<file path="src/rtl/idecode_sb_if.sv">
// Decode-stage bundle: upstream instruction/decode results, register-file
// read ports, writeback-clear strobe, flush, and the registered EX-side payload.
interface idecode_sb_if #(
  parameter int WORD   = 32,
  parameter int ADDR   = 32,
  parameter int W_RD   = 3,
  parameter int W_DOPC = 8,
  parameter int W_OPC  = 6
);
  localparam int NREG = 2**W_RD;

  logic              v_i;
  logic              stall_o;
  logic [WORD-1:0]   inst_i;
  logic [ADDR-1:0]   origaddr_i;
  logic [W_DOPC-1:0] dec_dopc_i;
  logic              dec_wb_i;
  logic [WORD-1:0]   dec_imm_i;
  logic [W_RD-1:0]   r0_num_o;
  logic [W_RD-1:0]   r1_num_o;
  logic [WORD-1:0]   r0_data_i;
  logic [WORD-1:0]   r1_data_i;
  logic              wb_clr_i;
  logic [W_RD-1:0]   wb_clr_num_i;
  logic [WORD-1:0]   wb_data_i;
  logic              flush_i;
  logic              v_o;
  logic [WORD-1:0]   src_o;
  logic [WORD-1:0]   dest_o;
  logic              wb_o;
  logic [W_RD-1:0]   rd_num_o;
  logic [W_DOPC-1:0] dopc_o;
  logic [W_OPC-1:0]  opc_o;
  logic [ADDR-1:0]   origaddr_o;
  logic              stall_i;
  logic [NREG-1:0]   busy_o;

  modport slave (
    input  v_i, inst_i, origaddr_i, dec_dopc_i, dec_wb_i, dec_imm_i,
           r0_data_i, r1_data_i, wb_clr_i, wb_clr_num_i, wb_data_i,
           flush_i, stall_i,
    output stall_o, r0_num_o, r1_num_o, v_o, src_o, dest_o, wb_o,
           rd_num_o, dopc_o, opc_o, origaddr_o, busy_o
  );

  modport master (
    output v_i, inst_i, origaddr_i, dec_dopc_i, dec_wb_i, dec_imm_i,
           r0_data_i, r1_data_i, wb_clr_i, wb_clr_num_i, wb_data_i,
           flush_i, stall_i,
    input  stall_o, r0_num_o, r1_num_o, v_o, src_o, dest_o, wb_o,
           rd_num_o, dopc_o, opc_o, origaddr_o, busy_o
  );
endinterface

</file>
<file path="src/rtl/idecode_sb.sv">
// Instruction decode stage with a per-register scoreboard: operand read with
// writeback bypass, RAW/WAW hazard stall, flush, and a registered EX payload.
module idecode_sb #(
  parameter int WORD   = 32,
  parameter int ADDR   = 32,
  parameter int W_RD   = 3,
  parameter int W_DOPC = 8,
  parameter int W_OPC  = 6
) (
  input  logic         clk,
  input  logic         rst,
  idecode_sb_if.slave  bus
);
  localparam int NREG     = 2**W_RD;
  localparam int OPC_LSB  = WORD - W_OPC;
  localparam int IMMF_BIT = OPC_LSB - 1;
  localparam int RD_LSB   = IMMF_BIT - W_RD;
  localparam int RS_LSB   = RD_LSB - W_RD;

  function automatic logic [WORD-1:0] bypass(
    input logic [WORD-1:0] rf_data,
    input logic [W_RD-1:0] num,
    input logic            clr,
    input logic [W_RD-1:0] clr_num,
    input logic [WORD-1:0] wb_data
  );
    return (clr && (clr_num == num)) ? wb_data : rf_data;
  endfunction

  logic [W_RD-1:0]  rd, rs;
  logic             immf;
  logic [W_OPC-1:0] opc;
  logic             unused_inst;

  assign opc         = bus.inst_i[OPC_LSB +: W_OPC];
  assign immf        = bus.inst_i[IMMF_BIT];
  assign rd          = bus.inst_i[RD_LSB +: W_RD];
  assign rs          = bus.inst_i[RS_LSB +: W_RD];
  assign unused_inst = ^bus.inst_i[RS_LSB-1:0];

  logic              vld_p1;
  logic [WORD-1:0]   src_p1, dest_p1;
  logic              wb_p1;
  logic [W_RD-1:0]   rd_p1;
  logic [W_DOPC-1:0] dopc_p1;
  logic [W_OPC-1:0]  opc_p1;
  logic [ADDR-1:0]   addr_p1;
  logic [NREG-1:0]   sb;

  logic [NREG-1:0]   clr_vec, busy_eff, sb_nxt;
  logic [WORD-1:0]   rd_val, rs_val;
  logic              hazard, free, issue, vld_nxt;

  assign rd_val = bypass(bus.r0_data_i, rd, bus.wb_clr_i, bus.wb_clr_num_i, bus.wb_data_i);
  assign rs_val = bypass(bus.r1_data_i, rs, bus.wb_clr_i, bus.wb_clr_num_i, bus.wb_data_i);

  // A writeback completing this cycle frees its register for the same-cycle issue.
  always_comb begin
    clr_vec = '0;
    if (bus.wb_clr_i) clr_vec[bus.wb_clr_num_i] = 1'b1;
    busy_eff = sb & ~clr_vec;
    hazard   = bus.v_i & (busy_eff[rd] | (~immf & busy_eff[rs]));
    free     = ~vld_p1 | ~bus.stall_i;
    issue    = bus.v_i & ~hazard & free & ~bus.flush_i;

    sb_nxt = busy_eff;
    if (bus.flush_i && vld_p1 && wb_p1) sb_nxt[rd_p1] = 1'b0;
    if (issue && bus.dec_wb_i)          sb_nxt[rd]    = 1'b1;

    vld_nxt = vld_p1;
    if (bus.flush_i)  vld_nxt = 1'b0;
    else if (free)    vld_nxt = issue;
  end

  // ---- stage p1: control (reset) ----
  always_ff @(posedge clk or negedge rst) begin
    if (!rst) begin
      vld_p1 <= 1'b0;
      sb     <= '0;
    end else begin
      vld_p1 <= vld_nxt;
      sb     <= sb_nxt;
    end
  end

  // ---- stage p1: payload (no reset) ----
  always_ff @(posedge clk) begin
    if (issue) begin
      src_p1  <= immf ? bus.dec_imm_i : rs_val;
      dest_p1 <= rd_val;
      wb_p1   <= bus.dec_wb_i;
      rd_p1   <= rd;
      dopc_p1 <= bus.dec_dopc_i;
      opc_p1  <= opc;
      addr_p1 <= bus.origaddr_i;
    end
  end

  assign bus.r0_num_o   = rd;
  assign bus.r1_num_o   = rs;
  assign bus.stall_o    = hazard | (vld_p1 & bus.stall_i);
  assign bus.v_o        = vld_p1;
  assign bus.src_o      = src_p1;
  assign bus.dest_o     = dest_p1;
  assign bus.wb_o       = wb_p1;
  assign bus.rd_num_o   = rd_p1;
  assign bus.dopc_o     = dopc_p1;
  assign bus.opc_o      = opc_p1;
  assign bus.origaddr_o = addr_p1;
  assign bus.busy_o     = sb;
endmodule

</file>
<file path="src/flat_wrapper.sv">
// flat-port wrapper written by rule: the top's interface ports become plain ports
module idecode_sb_flat 
#(
  parameter int WORD   = 32,
  parameter int ADDR   = 32,
  parameter int W_RD   = 3,
  parameter int W_DOPC = 8,
  parameter int W_OPC  = 6
)
  (clk, rst, bus_v_i, bus_inst_i, bus_origaddr_i, bus_dec_dopc_i, bus_dec_wb_i, bus_dec_imm_i, bus_r0_data_i, bus_r1_data_i, bus_wb_clr_i, bus_wb_clr_num_i, bus_wb_data_i, bus_flush_i, bus_stall_i, bus_stall_o, bus_r0_num_o, bus_r1_num_o, bus_v_o, bus_src_o, bus_dest_o, bus_wb_o, bus_rd_num_o, bus_dopc_o, bus_opc_o, bus_origaddr_o, bus_busy_o);
  idecode_sb_if #(.WORD(WORD), .ADDR(ADDR), .W_RD(W_RD), .W_DOPC(W_DOPC), .W_OPC(W_OPC)) bus_i ();
  input  logic clk;
  input  logic rst;
  input wire logic [$bits(bus_i.v_i)-1:0] bus_v_i;
  input wire logic [$bits(bus_i.inst_i)-1:0] bus_inst_i;
  input wire logic [$bits(bus_i.origaddr_i)-1:0] bus_origaddr_i;
  input wire logic [$bits(bus_i.dec_dopc_i)-1:0] bus_dec_dopc_i;
  input wire logic [$bits(bus_i.dec_wb_i)-1:0] bus_dec_wb_i;
  input wire logic [$bits(bus_i.dec_imm_i)-1:0] bus_dec_imm_i;
  input wire logic [$bits(bus_i.r0_data_i)-1:0] bus_r0_data_i;
  input wire logic [$bits(bus_i.r1_data_i)-1:0] bus_r1_data_i;
  input wire logic [$bits(bus_i.wb_clr_i)-1:0] bus_wb_clr_i;
  input wire logic [$bits(bus_i.wb_clr_num_i)-1:0] bus_wb_clr_num_i;
  input wire logic [$bits(bus_i.wb_data_i)-1:0] bus_wb_data_i;
  input wire logic [$bits(bus_i.flush_i)-1:0] bus_flush_i;
  input wire logic [$bits(bus_i.stall_i)-1:0] bus_stall_i;
  output wire logic [$bits(bus_i.stall_o)-1:0] bus_stall_o;
  output wire logic [$bits(bus_i.r0_num_o)-1:0] bus_r0_num_o;
  output wire logic [$bits(bus_i.r1_num_o)-1:0] bus_r1_num_o;
  output wire logic [$bits(bus_i.v_o)-1:0] bus_v_o;
  output wire logic [$bits(bus_i.src_o)-1:0] bus_src_o;
  output wire logic [$bits(bus_i.dest_o)-1:0] bus_dest_o;
  output wire logic [$bits(bus_i.wb_o)-1:0] bus_wb_o;
  output wire logic [$bits(bus_i.rd_num_o)-1:0] bus_rd_num_o;
  output wire logic [$bits(bus_i.dopc_o)-1:0] bus_dopc_o;
  output wire logic [$bits(bus_i.opc_o)-1:0] bus_opc_o;
  output wire logic [$bits(bus_i.origaddr_o)-1:0] bus_origaddr_o;
  output wire logic [$bits(bus_i.busy_o)-1:0] bus_busy_o;
  assign bus_i.v_i = bus_v_i;
  assign bus_i.inst_i = bus_inst_i;
  assign bus_i.origaddr_i = bus_origaddr_i;
  assign bus_i.dec_dopc_i = bus_dec_dopc_i;
  assign bus_i.dec_wb_i = bus_dec_wb_i;
  assign bus_i.dec_imm_i = bus_dec_imm_i;
  assign bus_i.r0_data_i = bus_r0_data_i;
  assign bus_i.r1_data_i = bus_r1_data_i;
  assign bus_i.wb_clr_i = bus_wb_clr_i;
  assign bus_i.wb_clr_num_i = bus_wb_clr_num_i;
  assign bus_i.wb_data_i = bus_wb_data_i;
  assign bus_i.flush_i = bus_flush_i;
  assign bus_i.stall_i = bus_stall_i;
  assign bus_stall_o = bus_i.stall_o;
  assign bus_r0_num_o = bus_i.r0_num_o;
  assign bus_r1_num_o = bus_i.r1_num_o;
  assign bus_v_o = bus_i.v_o;
  assign bus_src_o = bus_i.src_o;
  assign bus_dest_o = bus_i.dest_o;
  assign bus_wb_o = bus_i.wb_o;
  assign bus_rd_num_o = bus_i.rd_num_o;
  assign bus_dopc_o = bus_i.dopc_o;
  assign bus_opc_o = bus_i.opc_o;
  assign bus_origaddr_o = bus_i.origaddr_o;
  assign bus_busy_o = bus_i.busy_o;
  idecode_sb #(.WORD(WORD), .ADDR(ADDR), .W_RD(W_RD), .W_DOPC(W_DOPC), .W_OPC(W_OPC)) u_core (.clk(clk), .rst(rst), .bus(bus_i));
endmodule
</file>
<file path="config.mk">
export PLATFORM = sky130hd
export DESIGN_NAME = idecode_sb_flat
export DESIGN_NICKNAME = d
export VERILOG_FILES = /design/src/rtl/idecode_sb_if.sv /design/src/rtl/idecode_sb.sv /design/src/flat_wrapper.sv
export SDC_FILE = /design/constraint.sdc
export NUM_CORES = 1
export LEC_CHECK = 0
export CAP_MARGIN = 0
export CORE_AREA = 3 3 131 133
export DETAILED_ROUTE_END_ITERATION = 12
export DIE_AREA = 0 0 134 136
export DONT_BUFFER_PORTS = 1
export SLEW_MARGIN = 20
export SYNTH_ARGS = -nofsm -noshare
export SYNTH_HDL_FRONTEND = slang
export SYNTH_SLANG_ARGS = --single-unit
</file>
<file path="constraint.sdc">
create_clock -name clk -period 12.25 [get_ports clk]
set_clock_uncertainty 0.1 [all_clocks]
set_input_delay 2.45 -clock clk [delete_from_list [all_inputs] [get_ports clk]]
set_output_delay 2.45 -clock clk [all_outputs]
set_load 0.005 [all_outputs]
</file>
Yosys cells after proc, flatten, opt, wreduce, memory -nomap -nowiden
Cells that the tools add are included.
- order comparisons: 7
- equality and inequality tests: 2
- muxes and demuxes: 18
- bitwise gates (word level): 19
- reduce and logical (&&, ||, !) cells: 9
- operators by type and width (cell ; count):
    2-to-1 mux 32 bit ; 3
    2-to-1 mux 8 bit ; 3
    bitwise AND 8 bit ; 2
    < comparator 3 x 4 -> 1 bit (second input constant) ; 4
    NOT 8 bit ; 2
    demux 1 bit (select 3 bit) ; 3
    >= comparator 3 x 1 -> 1 bit (second input constant) ; 3
    logical AND 1 bit ; 8
    bitwise OR 8 bit ; 1
    2-to-1 mux 1 bit ; 7
    bitwise AND 1 bit ; 6
    binary-select mux 1 bit (select 3 bit) ; 2
    == test 3 bit ; 2
    NOT 1 bit ; 5
    bitwise OR 1 bit ; 3
    nonzero test 2 bit ; 1
- flip-flop bits (word level): 123
- input port bits: 210
- output and inout port bits: 130

Longest topological paths before layout
Gate-level depths: netlist of the first run.
- depth after elaboration: 18
- depth in mapped cells: 7
- depth with buffers taken out: 6

Least setup slack after synthesis of the first run
OpenSTA, ideal clock, no wires.
- path kind: input to register
- start point: input port bus_wb_clr_num_i[0]
- end point: register u_core.dest_p1[0], in the netlist u_core.bus.dest_o[0] (enable)
- library setup time: 0.727 ns
- data arrival time: 11.441 ns
- path slack: -0.018 ns
- cell stages on the path: 7
- cell sequence: buf_6 nand2b_4 o31a_1 mux4_2 o211ai_2 nand2_2 nor3_1
- cells in the longest elaborated chain, start to end: 16
- elaborated cells on any way between the ends: 19
- ends and longest elaborated chain (what ; line ; RTL):
    start: declaration ; flat_wrapper.sv:23 ; input wire logic [$bits(bus_i.wb_clr_num_i)-1:0] bus_wb_clr_num_i;
    < comparator 3 x 4 -> 1 bit (not written as such) / >= comparator 3 x 1 -> 1 bit (equally long branches) ; idecode_sb.sv:60 ; if (bus.wb_clr_i) clr_vec[bus.wb_clr_num_i] = 1'b1;
    logical AND 1 bit (not written as such) ; idecode_sb.sv:60 ;
    2-to-1 mux 1 bit (not written as such) ; idecode_sb.sv:60 ;
    demux 1 bit (select 3 bit) * ; n/a ;
    2-to-1 mux 8 bit * ; idecode_sb.sv:60 ;
    NOT 8 bit * ; idecode_sb.sv:61 ; busy_eff = sb & ~clr_vec;
    bitwise AND 8 bit * ; idecode_sb.sv:61 ;
    binary-select mux 1 bit (select 3 bit) ; idecode_sb.sv:62 ; hazard = bus.v_i & (busy_eff[rd] | (~immf & busy_eff[rs]));
    2-to-1 mux 1 bit (not written as such) ; idecode_sb.sv:62 ;
    bitwise AND 1 bit ; idecode_sb.sv:62 ;
    bitwise OR 1 bit * ; idecode_sb.sv:62 ;
    bitwise AND 1 bit * ; idecode_sb.sv:62 ;
    NOT 1 bit * ; idecode_sb.sv:64 ; issue = bus.v_i & ~hazard & free & ~bus.flush_i;
    bitwise AND 1 bit * (3 in series) ; idecode_sb.sv:64 ;
    net u_core.issue ; idecode_sb.sv:52 ; logic hazard, free, issue, vld_nxt;
    end signal: assignment ; idecode_sb.sv:90 ; dest_p1 <= rd_val;
    end: declaration ; idecode_sb.sv:42 ; logic [WORD-1:0] src_p1, dest_p1;
The timed path passes the listed nets; every way through them passes the cells marked *. The select of a mux whose other input is x is not followed.
A chain may end at the register's enable or synchronous reset.

Worst setup path in the final report of the first run
- start point: input port bus_wb_clr_num_i[0]
- end point: output port bus_stall_o
- cells in the longest elaborated chain, start to end: 13
- elaborated cells on any way between the ends: 16
- ends and longest elaborated chain (what ; line ; RTL):
    < comparator 3 x 4 -> 1 bit (not written as such) / >= comparator 3 x 1 -> 1 bit (equally long branches) ; idecode_sb.sv:60 ;
    logical AND 1 bit (not written as such) ; idecode_sb.sv:60 ;
    2-to-1 mux 1 bit (not written as such) ; idecode_sb.sv:60 ;
    demux 1 bit (select 3 bit) * ; n/a ;
    2-to-1 mux 8 bit * ; idecode_sb.sv:60 ;
    NOT 8 bit * ; idecode_sb.sv:61 ;
    bitwise AND 8 bit * ; idecode_sb.sv:61 ;
    binary-select mux 1 bit (select 3 bit) ; idecode_sb.sv:62 ;
    2-to-1 mux 1 bit (not written as such) ; idecode_sb.sv:62 ;
    bitwise AND 1 bit ; idecode_sb.sv:62 ;
    bitwise OR 1 bit * ; idecode_sb.sv:62 ;
    bitwise AND 1 bit * ; idecode_sb.sv:62 ;
    bitwise OR 1 bit * ; idecode_sb.sv:101 ; assign bus.stall_o = hazard | (vld_p1 & bus.stall_i);
    end: declaration ; flat_wrapper.sv:27 ; output wire logic [$bits(bus_i.stall_o)-1:0] bus_stall_o;
Every way passes the cells marked *; elsewhere a longest branch is shown, timed or not. The select of a mux whose other input is x is not followed.

==> impl_metrics.toml, run 1 <==
[floorplan]
initial_core_util_pct = 33.3
pin_count = 340
die_h_microns = 136
dieArea_sq_um = 18200
core_area_sq_um = 15900
row_count = 46
die_x_microns = 134

[route]
dr_total_vias = 3141
first_pass_iters = 4
viasPerCell = 5.37
routed_wl_microns = 14600
drtAntennaViolNets = 0
drt_iter0_drc = 191
wl_per_cell_microns = 25.0
drc_errors = 0

[critical_path]
required_ns = 9.70
cp.arrival_ns = 3.90
critPathMaxFanout = 8
criticalPathCategory = "primary input to primary output"
cp-start-kind = "primary input"
cp-end-kind = "primary output"

[clock_tree]
clock_latency_ns = 0.41
hold_buffers = 0
cts_sinks = 123
clk_pin_slew_ns = 0.06
postCtsSetupRepairBufs = 0
cts_resized = 0
cts_buffer_depth = 2
cts_max_level = 4
numCtsBuffers = 17
root_buffer = "clkbuf_16"
cts_tree = "yes"

[flow_run]
max-cap-violations = 0

[sta]
hold_slack_ns = 0.558
post-route-min-period_ns = 6.45
tightest_slew_ns = 0.969
setup_viol = 0
slew_viol_final = 0
finalCritPeriodShare_pct = 52.6
rsz0062_at_grt = "false"
finalHoldViolations = 0
relSlewSlack_pct = 35.4
clock.fmax_mhz = 155
setup_tns_ns = 0

[logic_synthesis]
synthCells = 359
ys.flop_type = "edfxtp_1"
synthesis.nets = 569
synthArstFlopShare_pct = 7.32
yosysTopAreaCell = "edfxtp_1"
yosysMostFrequentCell = "edfxtp_1"
synth_common_cells = "114 x edfxtp_1, 40 x o21ai_0, 38 x nand2_1"
synth-seq-cells = 123
yosys.area.top_type_share_pct = 64.4
synthTopCellsByArea = "edfxtp_1 64%, mux2_2 6.8%, mux2i_1 6.0%"
syn_area_sq_um = 5310
synth_edf_count = 114
ys_seq_area_share_pct = 68.7
avgSynthCellArea_sq_um = 14.8
yosys_warnings = 0
ys_types = 42

[layout]
multi_input_comb_area_sq_um = 1520
num_antenna_cells = 0
drive_gt1_share_pct = 20.3
seq_area_sq_um = 3650
area_growth_pct = 14.8
final_net_count = 566
fin_cells = 585
fillCellCount = 1491

[grt]
antenna_found_initial = 0
first_global_vias = 3250
grtUsageTotal_pct = 15.2
gr-total-overflow = 0
grt_max_degree = 79
grt_pass1_wl_microns = 20400

[power]
switching_power_uw = 250
intPower_uw = 846
power_frac_comb_pct = 5.6
p_leak_uw = 0.00221
power_frac_clock_pct = 47.7
power_density_nw_per_um2 = 180
pwr-share-seq_pct = 46.8
worst_ir_drop_vdd_uv = 92.1
switching_share_pct = 22.8

[place]
io_buffers = 0
gp_congestion = 0.799
dpl.hpwl_microns = 11100
dp.cells = 553

[worst_hold_path]
min_path_type = "register to register"

[run_status]
outcome = "completed"
==> through the flow <==
stage | cell area (sq um) | power (uW) | worst slack (ns) | util [%]
finish | 6100 | 1100 | 5.80 | 38.3
global route | 6100 | 1140 | 5.73 | 38.3
CTS | 6100 | 1110 | 5.80 | 38.3
detailed placement | 5490 | 583 | 5.80 | 34.4
global placement | 5490 | 581 | 5.82 | 34.4
floorplan | 5320 | 572 | 3.49 | -
==> cells by family (layout without fill, tap and decap cells) <==
family / after synthesis / count (layout) / synth area share, %
simple gates: 76 / 76 / 7.46
flops: 123 / 123 / 68.7
mux: 65 / 65 / 13.2
buf+inv: 30 / 40 / 2.90
compound gates: 59 / 59 / 6.76
xor+xnor: 6 / 6 / 0.989
==> layout make-up <==
type / count / area share [%]
Timing Repair Buffer: 4 / 0.492
Inverter: 4 / 0.246
Clock buffer: 18 / 7.03
Tap cell: 216 / 4.43
Multi-Input combinational cell: 206 / 25.0
Sequential cell: 123 / 59.8
Clock inverter: 14 / 3.06
==> power by group through the flow <==
| stage | registers, uW | clock network (uW) | logic, uW |
|---|---|---|---|
| 3_3_place_gp | 521 | 0 | 59.5 |
| 4_1_cts | 513 | 533 | 61.9 |
| 3_5_place_dp | 522 | 0 | 61.7 |
| 6_report | 512 | 523 | 60.9 |
| 5_1_grt | 515 | 557 | 67.4 |
| 2_1_floorplan | 517 | 0 | 55.1 |
==> worst max-delay path, cell delays in order <==
cell and delay, ns:
nand2b_4 0.12, o31a_1 0.30, mux4_2 0.48, o211ai_2 0.24, nand2_2 0.14, a2bb2oi_1 0.17
==> metal layers <==
layer / vias to the layer above / part of all wire, % / track usage (%)
li1: 1369 / - / -
met1: 1527 / 37 / 16.7
met2: 222 / 52 / 25.9
met3: 23 / 9.6 / 6.66
met4: 0 / 1.9 / 5.60
met5: - / 0 / 0
==> flip-flops by register name, summed over array words and instances, names as in the netlist <==
signal	count
u_core.bus.dest_o	32
u_core.bus.origaddr_o	32
u_core.bus.src_o	32
u_core.bus.busy_o	8
u_core.bus.dopc_o	8
u_core.bus.opc_o	6
u_core.bus.rd_num_o	3
u_core.bus.v_o	1
u_core.bus.wb_o	1
==> path summary, 6_finish.rpt <==
path,slack [ns],to,startpoint,cells after the start
worst max-delay path,5.80,bus_stall_o,bus_wb_clr_num_i[0],6
worst min-delay path,0.56,u_core.bus.busy_o[3],u_core.bus.busy_o[3],2
worst max register to register,9.34,u_core.bus.origaddr_o[17],u_core.bus.busy_o[1],6
worst min register to register,0.56,u_core.bus.busy_o[3],u_core.bus.busy_o[3],2
max in group asynchronous,10.35,u_core.bus.busy_o[3],rst,0
min in group asynchronous,1.63,u_core.bus.v_o,rst,0
==> layout by cell type (no fill, tap or decap), types with 2 or more instances in the layout <==
cell type and n:
o32ai_1 2, buf_4 4, nand4b_1 5, edfxtp_1 114, inv_1 4, nor2_1 4, mux2i_1 32, nand2_1 38
o31ai_1 4, o21ai_0 40, nand3_1 7, clkinvlp_4 2, clkbuf_16 17, inv_6 5, nand3b_1 3, dfrtp_1 9
nand2b_1 4, xnor2_1 6, mux2_2 32, o31a_1 2, nand4_1 4, bufinv_16 3, o211ai_1 2, clkinv_4 3
No activity file was read; power rests on OpenSTA's default activity.
==> run 2: changes to the inputs <==
==> constraint.sdc (replaced) <==
create_clock -name clk -period 6.65 [get_ports clk]
set_clock_uncertainty 0.1 [all_clocks]
set_input_delay 1.33 -clock clk [delete_from_list [all_inputs] [get_ports clk]]
set_output_delay 1.33 -clock clk [all_outputs]
set_load 0.005 [all_outputs]
==> run 2 against run 1 <==
First-iteration DRC count is 1.6% lower. Core utilization about the same. Clock power rose by 83%. Power up 84%. Cell area about the same. Critical path depth did not move. Largest power group unchanged. Highest routed layer unchanged.
==> impl_metrics.toml, run 2 (same netlist as run 1, synthesis figures left out) <==
[route]
wl_per_cell_microns = 25.5
drc_errors = 0
dr_total_vias = 3128
routed_wl_microns = 14900
drt_iter0_drc = 188
viasPerCell = 5.35
first_pass_iters = 4
drtAntennaViolNets = 0

[sta]
setup_tns_ns = 0
rsz0062_at_grt = "false"
relSlewSlack_pct = 26.1
tightest_slew_ns = 1.11
finalCritPeriodShare_pct = 63.3
post-route-min-period_ns = 4.21
setup_viol = 0
clock.fmax_mhz = 237
slew_viol_final = 0
finalHoldViolations = 0
fin_ws_ns = 2.44

[layout]
fillCellCount = 1508
final_common_cell = "edfxtp_1"
area_growth_pct = 14.8
final_net_count = 566
num_antenna_cells = 0
most-common-layout-cells = "114 x edfxtp_1, 40 x o21ai_0, 38 x nand2_1, 32 x mux2_2, 32 x mux2i_1"
drive_gt1_share_pct = 20.3

[power]
pwr-share-seq_pct = 46.9
switching_power_uw = 458
switching_share_pct = 22.8
power_frac_comb_pct = 5.6
worst_ir_drop_vdd_uv = 155
power_frac_clock_pct = 47.5
power_density_nw_per_um2 = 330
p_leak_uw = 0.00221
intPower_uw = 1560

[floorplan]
pin_count = 340
die_x_microns = 134
row_count = 46
die_h_microns = 136
initial_core_util_pct = 33.3
core_area_sq_um = 15900
dieArea_sq_um = 18200

[grt]
use_met2_pct = 25.6
grtUsageMet3_pct = 6.37
first_global_vias = 3146
met1_usage_pct = 18.0
grtUsageTotal_pct = 15.5
gr-total-overflow = 0
grt_max_degree = 71
antenna_found_initial = 0
globalRoute.busiestLayer = "met2"
grt_pass1_wl_microns = 20700

[clock_tree]
cts_sinks = 123
cts_resized = 0
cts_buffer_depth = 2
clk_pin_slew_ns = 0.06
numCtsBuffers = 17
cts_tree = "yes"
cts_max_level = 4
postCtsSetupRepairBufs = 0
root_buffer = "clkbuf_16"
hold_buffers = 0
clock_latency_ns = 0.41

[critical_path]
required_ns = 5.22
cp-end-kind = "primary output"
critPathMaxFanout = 8
reg2reg_slack_ns = 3.82
criticalPathCategory = "primary input to primary output"
cp-start-kind = "primary input"
cp.arrival_ns = 2.78

[place]
dpl.hpwl_microns = 11200
dp_slack_ns = 2.45
gp_congestion = 0.826
io_buffers = 0

[flow_run]
max-cap-violations = 0

[worst_hold_path]
min_path_type = "primary input to async pin"

[run_status]
outcome = "completed"
[run 2: cell types whose count changed in the layout (fill, tap and decap cells not counted)]
| cell | before | now |
|---|---|---|
| clkbuf_1 | 1 | 0 |
| clkinv_1 | 0 | 1 |
| clkinv_2 | 0 | 1 |
| inv_6 | 5 | 4 |
[run 2: worst paths after layout]
check,startpoint,end,depth (start not counted)
setup / recovery,bus_wb_clr_num_i[0],bus_stall_o,6
hold / removal,rst,u_core.bus.busy_o[3],0
setup reg to reg,u_core.bus.busy_o[1],u_core.bus.origaddr_o[16],6
hold reg to reg,u_core.bus.busy_o[3],u_core.bus.busy_o[3],2
max in group asynchronous,rst,u_core.bus.busy_o[6],0
min in group clk,u_core.bus.busy_o[3],u_core.bus.busy_o[3],2
[run 2: power groups by stage]
stage / Sequential, uW / Combinational (uW) / Clock (uW)
floorplan: 949 / 102 / 0
global placement: 961 / 110 / 0
detailed placement: 961 / 114 / 0
CTS: 946 / 115 / 979
global route: 948 / 126 / 1020
finish: 944 / 114 / 956
[run 2: metal layers]
metal	wire (microns)	share of wire [%]	vias up
met5	0	0	-
met4	251	1.7	0
met3	1370	9.1	14
met2	7650	51	219
met1	5670	38	1528
li1	-	-	1367
[run 2: area by class of cell]
type | instances | area (sq um) | share of cell area [%]
well taps | 216 | 270 | 4.43
clock buffers | 17 | 425 | 6.98
repair buffers | 4 | 30.0 | 0.492
flip-flops and latches | 123 | 3650 | 59.8
inverters | 4 | 15.0 | 0.246
clock inverters | 15 | 186 | 3.06
multi-input cells | 206 | 1520 | 25.0
[run 2: critical path: stages]
cell,delay [ns]
nand2b_4,0.10
o21ai_0,0.17
nor3b_1,0.24
a211oi_1,0.06
o21ai_0,0.59
a2bb2oi_1,0.28
[run 2: stage by stage]
| stage | utilization (%) | instances | power [uW] | hold WS [ns] | cell area (sq um) |
|---|---|---|---|---|---|
| after floorplan | - | 359 | 1050 | 0.455 | 5330 |
| after global placement | 34.4 | 553 | 1070 | 0.512 | 5490 |
| after detailed placement | 34.4 | 553 | 1080 | 0.520 | 5490 |
| after CTS | 38.3 | 585 | 2040 | 0.488 | 6100 |
| after global routing | 38.3 | 585 | 2090 | 0.484 | 6100 |
| final | 38.3 | 585 | 2010 | 0.511 | 6100 |
==> run 3: changes to the inputs <==
==> constraint.sdc (replaced) <==
create_clock -name clk -period 4.1 [get_ports clk]
set_clock_uncertainty 0.1 [all_clocks]
set_input_delay 0.82 -clock clk [delete_from_list [all_inputs] [get_ports clk]]
set_output_delay 0.82 -clock clk [all_outputs]
set_load 0.005 [all_outputs]
==> run 3 against run 2 <==
Global-route usage fell by 0.14 points. Wire length fell by 0.94%. Sequential power rose by 62%. Core utilization rose by 0.055 points. Cell count rose by 0.51%. Cell area rose by 0.14%. Via count rose by 2.0%. Power rose by 57%. Worst setup slack got worse by 1.5 ns. Largest power group is now sequential cells. Highest routed layer unchanged.
==> impl_metrics.toml, run 3 (same netlist as run 1, synthesis figures left out) <==
[sta]
finalHoldViolations = 0
hold_slack_ns = 0.396
finalCritPeriodShare_pct = 78.1
post-route-min-period_ns = 3.20
setup_viol = 0
slew_viol_final = 0
setup_tns_ns = 0
clock.fmax_mhz = 312
rsz0062_at_grt = "false"
tightest_slew_ns = 0.840
fin_ws_ns = 0.898
relSlewSlack_pct = 43.8

[route]
drc_errors = 0
dr_total_vias = 3191
first_pass_iters = 4
wl_per_cell_microns = 25.2
drt_iter0_drc = 199
routed_wl_microns = 14800
drtAntennaViolNets = 0
viasPerCell = 5.43

[critical_path]
cp-end-kind = "primary output"
cp-start-kind = "primary input"
path_cells = "nand2b_4, o31a_1, mux4_2, o211ai_2, nand2_2, a2bb2oi_1"
crit_path_max_incr_delay_ns = 0.48
cp.arrival_ns = 2.28
required_ns = 3.18
crit_path_start = "bus_wb_clr_num_i[0]"
critPathMaxFanout = 8
criticalPathCategory = "primary input to primary output"
timing.rr.start = "u_core.bus.busy_o[5]"
slowest_stage = "mux4_2"

[clock_tree]
clk_pin_slew_ns = 0.06
cts_resized = 0
clock_latency_ns = 0.41
cts_tree = "yes"
numCtsBuffers = 17
cts_buffer_depth = 2
root_buffer = "clkbuf_16"
cts_max_level = 4
cts_sinks = 123

[worst_hold_path]
min_path_type = "primary input to register"
min_from = "bus_flush_i"

[floorplan]
pin_count = 340
die_h_microns = 136
core_area_sq_um = 15900
initial_core_util_pct = 33.3
dieArea_sq_um = 18200
die_x_microns = 134
row_count = 46

[place]
placedInstanceArea_sq_um = 5520
io_buffers = 0
gp_congestion = 0.839
dp_slack_ns = 0.741
dpl.hpwl_microns = 11100

[power]
power_density_nw_per_um2 = 518
worst_ir_drop_vdd_uv = 258
p_leak_uw = 0.00220

[flow_run]
max-cap-violations = 0

[layout]
design_area_sq_um = 6110
multi_input_comb_area_sq_um = 1520
area_growth_pct = 14.9
fillCellCount = 1484
final_common_cell = "edfxtp_1"
seq_area_sq_um = 3650
drive_gt1_share_pct = 20.8
most-common-layout-cells = "114 x edfxtp_1, 40 x o21ai_0, 38 x nand2_1, 32 x mux2_2, 32 x mux2i_1"
final_net_count = 568

[run_status]
outcome = "completed"

[grt]
grt_pass1_wl_microns = 20500
antenna_found_initial = 0
first_global_vias = 3154
gr-total-overflow = 0
grt_max_degree = 72
grtUsageTotal_pct = 15.3
run 3: repair_timing:
item	CTS	global route
hold buffers	1	0
buffers inserted	0	0
endpoints found under the hold margin	9	0
run 3: report_power, final:
part / switching, uW / internal [uW]
Clock: 636 / 806
Sequential: 55.4 / 1480
Combinational: 110 / 81.7
Total: 802 / 2360
run 3: critical path: cells and delay by family:
family / cells / cell delay (ns)
AOI/OAI and AO/OA: 3 / 0.72
muxes: 1 / 0.48
and+or+nand+nor: 2 / 0.26
run 3: final timing paths:
kind / endpoint / slack, ns / cells past startpoint
min in group asynchronous: u_core.bus.v_o / 0.69 / 1
max: bus_stall_o / 0.90 / 6
max reg2reg: u_core.bus.dest_o[22] / 1.38 / 6
max in group asynchronous: u_core.bus.busy_o[6] / 2.89 / 1
min: u_core.bus.v_o / 0.40 / 1
min reg2reg: u_core.bus.busy_o[7] / 0.57 / 2
run 3: per-stage QoR:
step           utilization (%)  power, uW  std cells
3_3_place_gp              34.6       1740        554
5_1_grt                   38.3       3290        587
3_5_place_dp              34.6       1750        554
2_1_floorplan                -       1710        359
4_1_cts                   38.3       3210        587
6_report                  38.3       3160        588
run 3: cell type report:
cell class | instances | share of cell area (%)
antenna | 1 | 0.0410
clock buffer | 17 | 6.97
clock inverter | 15 | 2.46
inverter | 4 | 0.246
multi-input combinational | 206 | 24.9
sequential | 123 | 59.7
tap | 216 | 4.43
timing repair buffer | 6 | 1.19
run 3: layer usage:
layer | up-vias | routed length, microns | share of wire (%) | GRT usage, %
met5 | - | 0 | 0 | 0
met4 | 0 | 305 | 2.1 | 6.17
met1 | 1563 | 5440 | 37 | 17.7
li1 | 1375 | - | - | -
met2 | 231 | 7480 | 51 | 24.8
met3 | 22 | 1570 | 11 | 7.11
